[config.mk]
export PLATFORM = sky130hd
export DESIGN_NAME = bcd_mod_counter_flat
export DESIGN_NICKNAME = d
export VERILOG_FILES = /design/src/rtl/clock_pkg.sv /design/src/rtl/bcd_mod_counter_if.sv /design/src/rtl/bcd_mod_counter_digit.sv /design/src/rtl/bcd_mod_counter.sv /design/src/flat_wrapper.sv
export SDC_FILE = /design/constraint.sdc
export NUM_CORES = 1
export LEC_CHECK = 0
export BUFFER_PORTS_ARGS = -buffer_cell sky130_fd_sc_hd__buf_2
export CORE_ASPECT_RATIO = 1.25
export CORE_MARGIN = 1.5
export CORE_UTILIZATION = 41
export CTS_CLUSTER_DIAMETER = 30
export DETAILED_ROUTE_END_ITERATION = 6
export PLACE_DENSITY = 0.67
export SKIP_LAST_GASP = 1
export SYNTH_ARGS = -nofsm -noshare
export SYNTH_HDL_FRONTEND = slang
export SYNTH_HIERARCHICAL = 1
export SYNTH_SLANG_ARGS = --single-unit
[constraint.sdc]
create_clock -name clk -period 5.3 [get_ports clk]
set_clock_uncertainty 0.1 [all_clocks]
set_input_delay 0.53 -clock clk [delete_from_list [all_inputs] [get_ports clk]]
set_output_delay 0.53 -clock clk [all_outputs]
set_load 0.02 [all_outputs]
[src/rtl/clock_pkg.sv]
// Shared constants and BCD helpers for the clock chain counters.
package clock_pkg;

    localparam int BCD_W        = 4;
    localparam int SEC_MODULUS  = 60;
    localparam int MIN_MODULUS  = 60;
    localparam int HOUR_MODULUS = 24;

    // Tens digit of a binary value in 0..99.
    function automatic logic [BCD_W-1:0] bin_to_tens(input int value);
        return BCD_W'(value / 10);
    endfunction

    // Ones digit of a binary value in 0..99.
    function automatic logic [BCD_W-1:0] bin_to_ones(input int value);
        return BCD_W'(value % 10);
    endfunction

endpackage

[src/rtl/bcd_mod_counter_if.sv]
// Control and digit bus of one modulo-N BCD counter stage.
interface bcd_mod_counter_if;
    import clock_pkg::*;

    logic             step;
    logic             down;
    logic             load;
    logic [BCD_W-1:0] load_tens;
    logic [BCD_W-1:0] load_ones;
    logic [BCD_W-1:0] tens;
    logic [BCD_W-1:0] ones;
    logic             carry;
    logic             borrow;
    logic             load_err;

    modport master (
        output step, down, load, load_tens, load_ones,
        input  tens, ones, carry, borrow, load_err
    );

    modport slave (
        input  step, down, load, load_tens, load_ones,
        output tens, ones, carry, borrow, load_err
    );

endinterface

[src/rtl/bcd_mod_counter_digit.sv]
// Single 0..9 BCD digit with up/down count, direct set and terminal flags.
module bcd_digit
    import clock_pkg::*;
#(
    parameter logic [BCD_W-1:0] INIT = '0
) (
    input  logic             clk,
    input  logic             reset_n,
    input  logic             set_i,
    input  logic [BCD_W-1:0] set_val_i,
    input  logic             inc_i,
    input  logic             dec_i,
    output logic [BCD_W-1:0] q_o,
    output logic             at_max_o,
    output logic             at_zero_o
);

    logic [BCD_W-1:0] q_d;
    logic [BCD_W-1:0] q_q;

    // Next digit: set wins over increment, increment over decrement; wrap 9<->0.
    always_comb begin
        q_d = q_q;
        if (set_i) begin
            q_d = set_val_i;
        end else if (inc_i) begin
            q_d = (q_q == 4'd9) ? 4'd0 : q_q + 4'd1;
        end else if (dec_i) begin
            q_d = (q_q == 4'd0) ? 4'd9 : q_q - 4'd1;
        end
    end

    // Digit register with synchronous active-low reset to INIT.
    always_ff @(posedge clk) begin
        if (!reset_n) begin
            q_q <= INIT;
        end else begin
            q_q <= q_d;
        end
    end

    assign q_o       = q_q;
    assign at_max_o  = (q_q == 4'd9);
    assign at_zero_o = (q_q == 4'd0);

endmodule

[src/rtl/bcd_mod_counter.sv]
// Modulo-N up/down counter holding its value natively as two BCD digits,
// with preset, registered carry/borrow pulses and a preset-reject pulse.
module bcd_mod_counter
    import clock_pkg::*;
#(
    parameter int MODULUS  = 60,
    parameter int INIT_VAL = 0
) (
    input  logic               clk,
    input  logic               reset_n,
    bcd_mod_counter_if.slave   cnt_if
);

    localparam logic [BCD_W-1:0] INIT_TENS = bin_to_tens(INIT_VAL);
    localparam logic [BCD_W-1:0] INIT_ONES = bin_to_ones(INIT_VAL);
    localparam logic [BCD_W-1:0] MAX_TENS  = bin_to_tens(MODULUS - 1);
    localparam logic [BCD_W-1:0] MAX_ONES  = bin_to_ones(MODULUS - 1);
    localparam logic [7:0]       MOD_8     = 8'(MODULUS);

    if (MODULUS < 2 || MODULUS > 100) begin : g_bad_modulus
        $error("bcd_mod_counter: MODULUS must be in 2..100");
    end
    if (INIT_VAL < 0 || INIT_VAL >= MODULUS) begin : g_bad_init
        $error("bcd_mod_counter: INIT_VAL must be in 0..MODULUS-1");
    end

    logic [BCD_W-1:0] tens_q, ones_q;
    logic             tens_max, tens_zero, ones_max, ones_zero;
    logic             tens_set, ones_set, tens_inc, ones_inc, tens_dec, ones_dec;
    logic [BCD_W-1:0] tens_set_val, ones_set_val;
    logic             value_max, value_zero, load_ok;
    logic [7:0]       load_bin;
    logic             carry_d, borrow_d, err_d;
    logic             carry_q, borrow_q, err_q;

    bcd_digit #(.INIT(INIT_ONES)) u_ones (
        .clk       (clk),
        .reset_n   (reset_n),
        .set_i     (ones_set),
        .set_val_i (ones_set_val),
        .inc_i     (ones_inc),
        .dec_i     (ones_dec),
        .q_o       (ones_q),
        .at_max_o  (ones_max),
        .at_zero_o (ones_zero)
    );

    bcd_digit #(.INIT(INIT_TENS)) u_tens (
        .clk       (clk),
        .reset_n   (reset_n),
        .set_i     (tens_set),
        .set_val_i (tens_set_val),
        .inc_i     (tens_inc),
        .dec_i     (tens_dec),
        .q_o       (tens_q),
        .at_max_o  (tens_max),
        .at_zero_o (tens_zero)
    );

    // Terminal values and preset validation (both digits BCD and value < MODULUS).
    always_comb begin
        if (MODULUS == 100) begin
            value_max = tens_max && ones_max;
        end else begin
            value_max = (tens_q == MAX_TENS) && (ones_q == MAX_ONES);
        end
        value_zero = tens_zero && ones_zero;
        load_bin   = 8'(cnt_if.load_tens) * 8'd10 + 8'(cnt_if.load_ones);
        load_ok    = (cnt_if.load_tens <= 4'd9) && (cnt_if.load_ones <= 4'd9)
                     && (load_bin < MOD_8);
    end

    // Digit control and pulse next-state: load beats step, step beats hold.
    always_comb begin
        tens_set     = 1'b0;
        ones_set     = 1'b0;
        tens_set_val = '0;
        ones_set_val = '0;
        tens_inc     = 1'b0;
        ones_inc     = 1'b0;
        tens_dec     = 1'b0;
        ones_dec     = 1'b0;
        carry_d      = 1'b0;
        borrow_d     = 1'b0;
        err_d        = 1'b0;
        if (cnt_if.load) begin
            if (load_ok) begin
                tens_set     = 1'b1;
                ones_set     = 1'b1;
                tens_set_val = cnt_if.load_tens;
                ones_set_val = cnt_if.load_ones;
            end else begin
                err_d = 1'b1;
            end
        end else if (cnt_if.step) begin
            if (!cnt_if.down) begin
                if (value_max) begin
                    tens_set = 1'b1;
                    ones_set = 1'b1;
                    carry_d  = 1'b1;
                end else begin
                    ones_inc = 1'b1;
                    tens_inc = ones_max;
                end
            end else begin
                if (value_zero) begin
                    tens_set     = 1'b1;
                    ones_set     = 1'b1;
                    tens_set_val = MAX_TENS;
                    ones_set_val = MAX_ONES;
                    borrow_d     = 1'b1;
                end else begin
                    ones_dec = 1'b1;
                    tens_dec = ones_zero;
                end
            end
        end
    end

    // Registered pulses, aligned with the digit update on the same edge.
    always_ff @(posedge clk) begin
        if (!reset_n) begin
            carry_q  <= 1'b0;
            borrow_q <= 1'b0;
            err_q    <= 1'b0;
        end else begin
            carry_q  <= carry_d;
            borrow_q <= borrow_d;
            err_q    <= err_d;
        end
    end

    assign cnt_if.tens     = tens_q;
    assign cnt_if.ones     = ones_q;
    assign cnt_if.carry    = carry_q;
    assign cnt_if.borrow   = borrow_q;
    assign cnt_if.load_err = err_q;

endmodule

[src/flat_wrapper.sv]
// flat-port wrapper written by rule: the top's interface ports become plain ports
module bcd_mod_counter_flat import clock_pkg::*;
#(
    parameter int MODULUS  = 60,
    parameter int INIT_VAL = 0
)
  (clk, reset_n, cnt_if_step, cnt_if_down, cnt_if_load, cnt_if_load_tens, cnt_if_load_ones, cnt_if_tens, cnt_if_ones, cnt_if_carry, cnt_if_borrow, cnt_if_load_err);
  bcd_mod_counter_if cnt_if_i ();
  input  logic clk;
  input  logic reset_n;
  input wire logic [$bits(cnt_if_i.step)-1:0] cnt_if_step;
  input wire logic [$bits(cnt_if_i.down)-1:0] cnt_if_down;
  input wire logic [$bits(cnt_if_i.load)-1:0] cnt_if_load;
  input wire logic [$bits(cnt_if_i.load_tens)-1:0] cnt_if_load_tens;
  input wire logic [$bits(cnt_if_i.load_ones)-1:0] cnt_if_load_ones;
  output wire logic [$bits(cnt_if_i.tens)-1:0] cnt_if_tens;
  output wire logic [$bits(cnt_if_i.ones)-1:0] cnt_if_ones;
  output wire logic [$bits(cnt_if_i.carry)-1:0] cnt_if_carry;
  output wire logic [$bits(cnt_if_i.borrow)-1:0] cnt_if_borrow;
  output wire logic [$bits(cnt_if_i.load_err)-1:0] cnt_if_load_err;
  assign cnt_if_i.step = cnt_if_step;
  assign cnt_if_i.down = cnt_if_down;
  assign cnt_if_i.load = cnt_if_load;
  assign cnt_if_i.load_tens = cnt_if_load_tens;
  assign cnt_if_i.load_ones = cnt_if_load_ones;
  assign cnt_if_tens = cnt_if_i.tens;
  assign cnt_if_ones = cnt_if_i.ones;
  assign cnt_if_carry = cnt_if_i.carry;
  assign cnt_if_borrow = cnt_if_i.borrow;
  assign cnt_if_load_err = cnt_if_i.load_err;
  bcd_mod_counter #(.MODULUS(MODULUS), .INIT_VAL(INIT_VAL)) u_core (.clk(clk), .reset_n(reset_n), .cnt_if(cnt_if_i));
endmodule
==> run metrics <==
Starting DRT DRC Count 40; vias in the first global route 1135; # H-tree levels 1; R2R cell count 8; clock network power share 0.181; Pint 0.183 mW; first-pass GRT wire length 4.79 mm; RSZ-0062 raised after global routing false; Fmax 276 MHz; clk sinks 11; cts repair resizes 0; num ports 24; Yosys warning count 6; Die X 51.4 um; final antenna-violating net count 0; Mapped Cells 153; nets@finish 194; number of vias per cell 5.88; number of CTS-inserted buffers 3; Clock Path Buffers 2; Setup TNS 0 ns; RePlAce Congestion 0.825; Post-Syn Nets 174; outcome finished clean; FF/Latch Area 220 sq um; crit end category flop; Worst EP arrival 3.69 ns; CTS clk-pin slew, worst paths 0.07 ns; CP max-delay cell nor4_4; DP HPWL 2.25 mm; # diodes 0; Detailed Route WL 2.88 mm; Final Hold Vio Count 0; CTS Hold Buffers Added 0; drt wl/cell 14.0 um; Crit Path Max Fanout 14; initial antenna violation count 0; Worst Hold Endpoint u_core/cnt_if.load_err$_SDFF_PN0_; root buf cell clkbuf_4; type of origin of the critical path primary input; area of the multi-input gates 887 sq um; reg2reg start u_core/u_tens/q_o[2]$_SDFFE_PN0P_; Die ar. 3260 sq um; Worst-Margin Slew 0.662 ns; min-delay src cnt_if_load; DRC Markers 0; Final setup viols 0; largest net degree at the start of global routing 15; Pwr per Cell Area 240 nW/um^2; port bufs 23; hold depth 3; Core ar. 2730 sq um; relative slew slack 0.558; Mapped Area 1200 sq um; vias after detailed routing 1211; Pwr Total 0.316 mW; crit path kind in -> reg; CTS tree built; Cell Chain, Critical Path buf_2, ha_1, ha_1, fa_1, xor2_1, o2111ai_1, xor2_1, nor4_4, or3b_1, inv_1, and3_1, nor4_1; Slew Limit Fails 0; reg2reg setup slack 2.50 ns; Die Height 63.5 um; number of max-cap violations 0; VDD IR max 0.119 mV; Starting Density 0.439; FP Rows 21; critical path startpoint cnt_if_load_tens[1]; Synth-to-Final Area Change 9.92%; fillers 296; NetSw 0.132 mW; LEAKAGE 0.582 nW; post-CTS setup buffers 0; Period minus WS final 3.62 ns; final core utilization 0.482; Buf/Inv on CP 2; TritonRoute pass-1 iters 4; ratio of cells with drive above 1 in the final layout 0.186; Clock Latency Late Sink 0.26 ns; sw frac 0.419; Worst path top cell family by delay simple AND/OR/NAND/NOR gates; Tcrit/Tclk final 0.683; R2R Path End u_core/u_tens/q_o[1]$_SDFFE_PN0P_; Logic pwr share 0.452; Overall Global Routing Usage 0.185; grt ovf 0; Seq pwr share 0.367; Hold Crit Class in -> reg; largest stage delay on the critical path 0.48 ns; synthesized area per cell 7.83 sq um; worst endpoint required time 5.37 ns
-- power by group through the flow --
stage               sequential, mW  combinational [mW]  clock (mW)
floorplan                    0.115               0.110           0
global placement             0.116               0.137           0
detailed placement           0.118               0.141           0
CTS                          0.116               0.142      0.0589
global route                 0.120               0.160      0.0630
finish                       0.116               0.143      0.0572
-- area by class of cell --
type,count,share of cell area
multi-input cells,127,0.673
flip-flops and latches,11,0.167
repair buffers,23,0.0874
well taps,34,0.0323
clock buffers,4,0.0199
inverters,7,0.0199
-- through the flow --
step	instance area [sq um]	instances	hold slack [ns]	setup slack [ns]
5_1_grt	1320	206	0.431	1.42
3_3_place_gp	1290	202	0.615	1.64
6_report	1320	206	0.435	1.68
4_1_cts	1320	206	0.427	1.69
2_1_floorplan	1200	153	0.544	1.95
3_5_place_dp	1290	202	0.636	1.42
-- worst max-delay path by stage --
stage,endpoint,slack [ns],depth (start not counted)
floorplan,u_core/u_ones/q_o[3]$_SDFFE_PN0P_,1.95,11
global placement,u_core/u_ones/q_o[3]$_SDFFE_PN0P_,1.64,12
detailed placement,u_core/u_tens/q_o[3]$_SDFFE_PN0P_,1.42,12
CTS,u_core/u_tens/q_o[3]$_SDFFE_PN0P_,1.69,12
global route,u_core/u_tens/q_o[3]$_SDFFE_PN0P_,1.42,12
finish,u_core/u_tens/q_o[3]$_SDFFE_PN0P_,1.68,12
-- tightest hold or removal path, cell delays in order --
cell	delay, ns
buf_2	0.13
nand2_1	0.06
nor2_1	0.03
-- placed cells by master, fill, tap and decap left out, types with 3 or more instances in the layout --
cell	n
a21oi_1	8
nor3_1	3
nand3_1	4
xor2_1	7
ha_1	6
a21o_1	4
o21ai_0	11
dfxtp_1	11
nor2_1	12
clkbuf_4	3
nor4_1	11
and3_1	4
buf_2	23
or4b_1	4
and2_1	7
inv_1	7
nand2_1	14
-- layer usage --
| metal | up-vias | wire length [um] | share of wire | track usage |
|---|---|---|---|---|
| met5 | - | 0 | 0 | 0 |
| met4 | 0 | 69 | 0.024 | 0.0855 |
| met3 | 8 | 118 | 0.041 | 0.0166 |
| met2 | 42 | 1460 | 0.51 | 0.327 |
| met1 | 559 | 1230 | 0.43 | 0.218 |
| li1 | 602 | - | - | - |
-- registers in the layout (all words and copies together) (netlist names) --
name	count
u_core/cnt_if.borrow	1
u_core/cnt_if.load_err	1
u_core/u_tens/q_o	4
u_core/u_ones/q_o	4
u_core/cnt_if.carry	1
(Power assumes the default switching activity.)
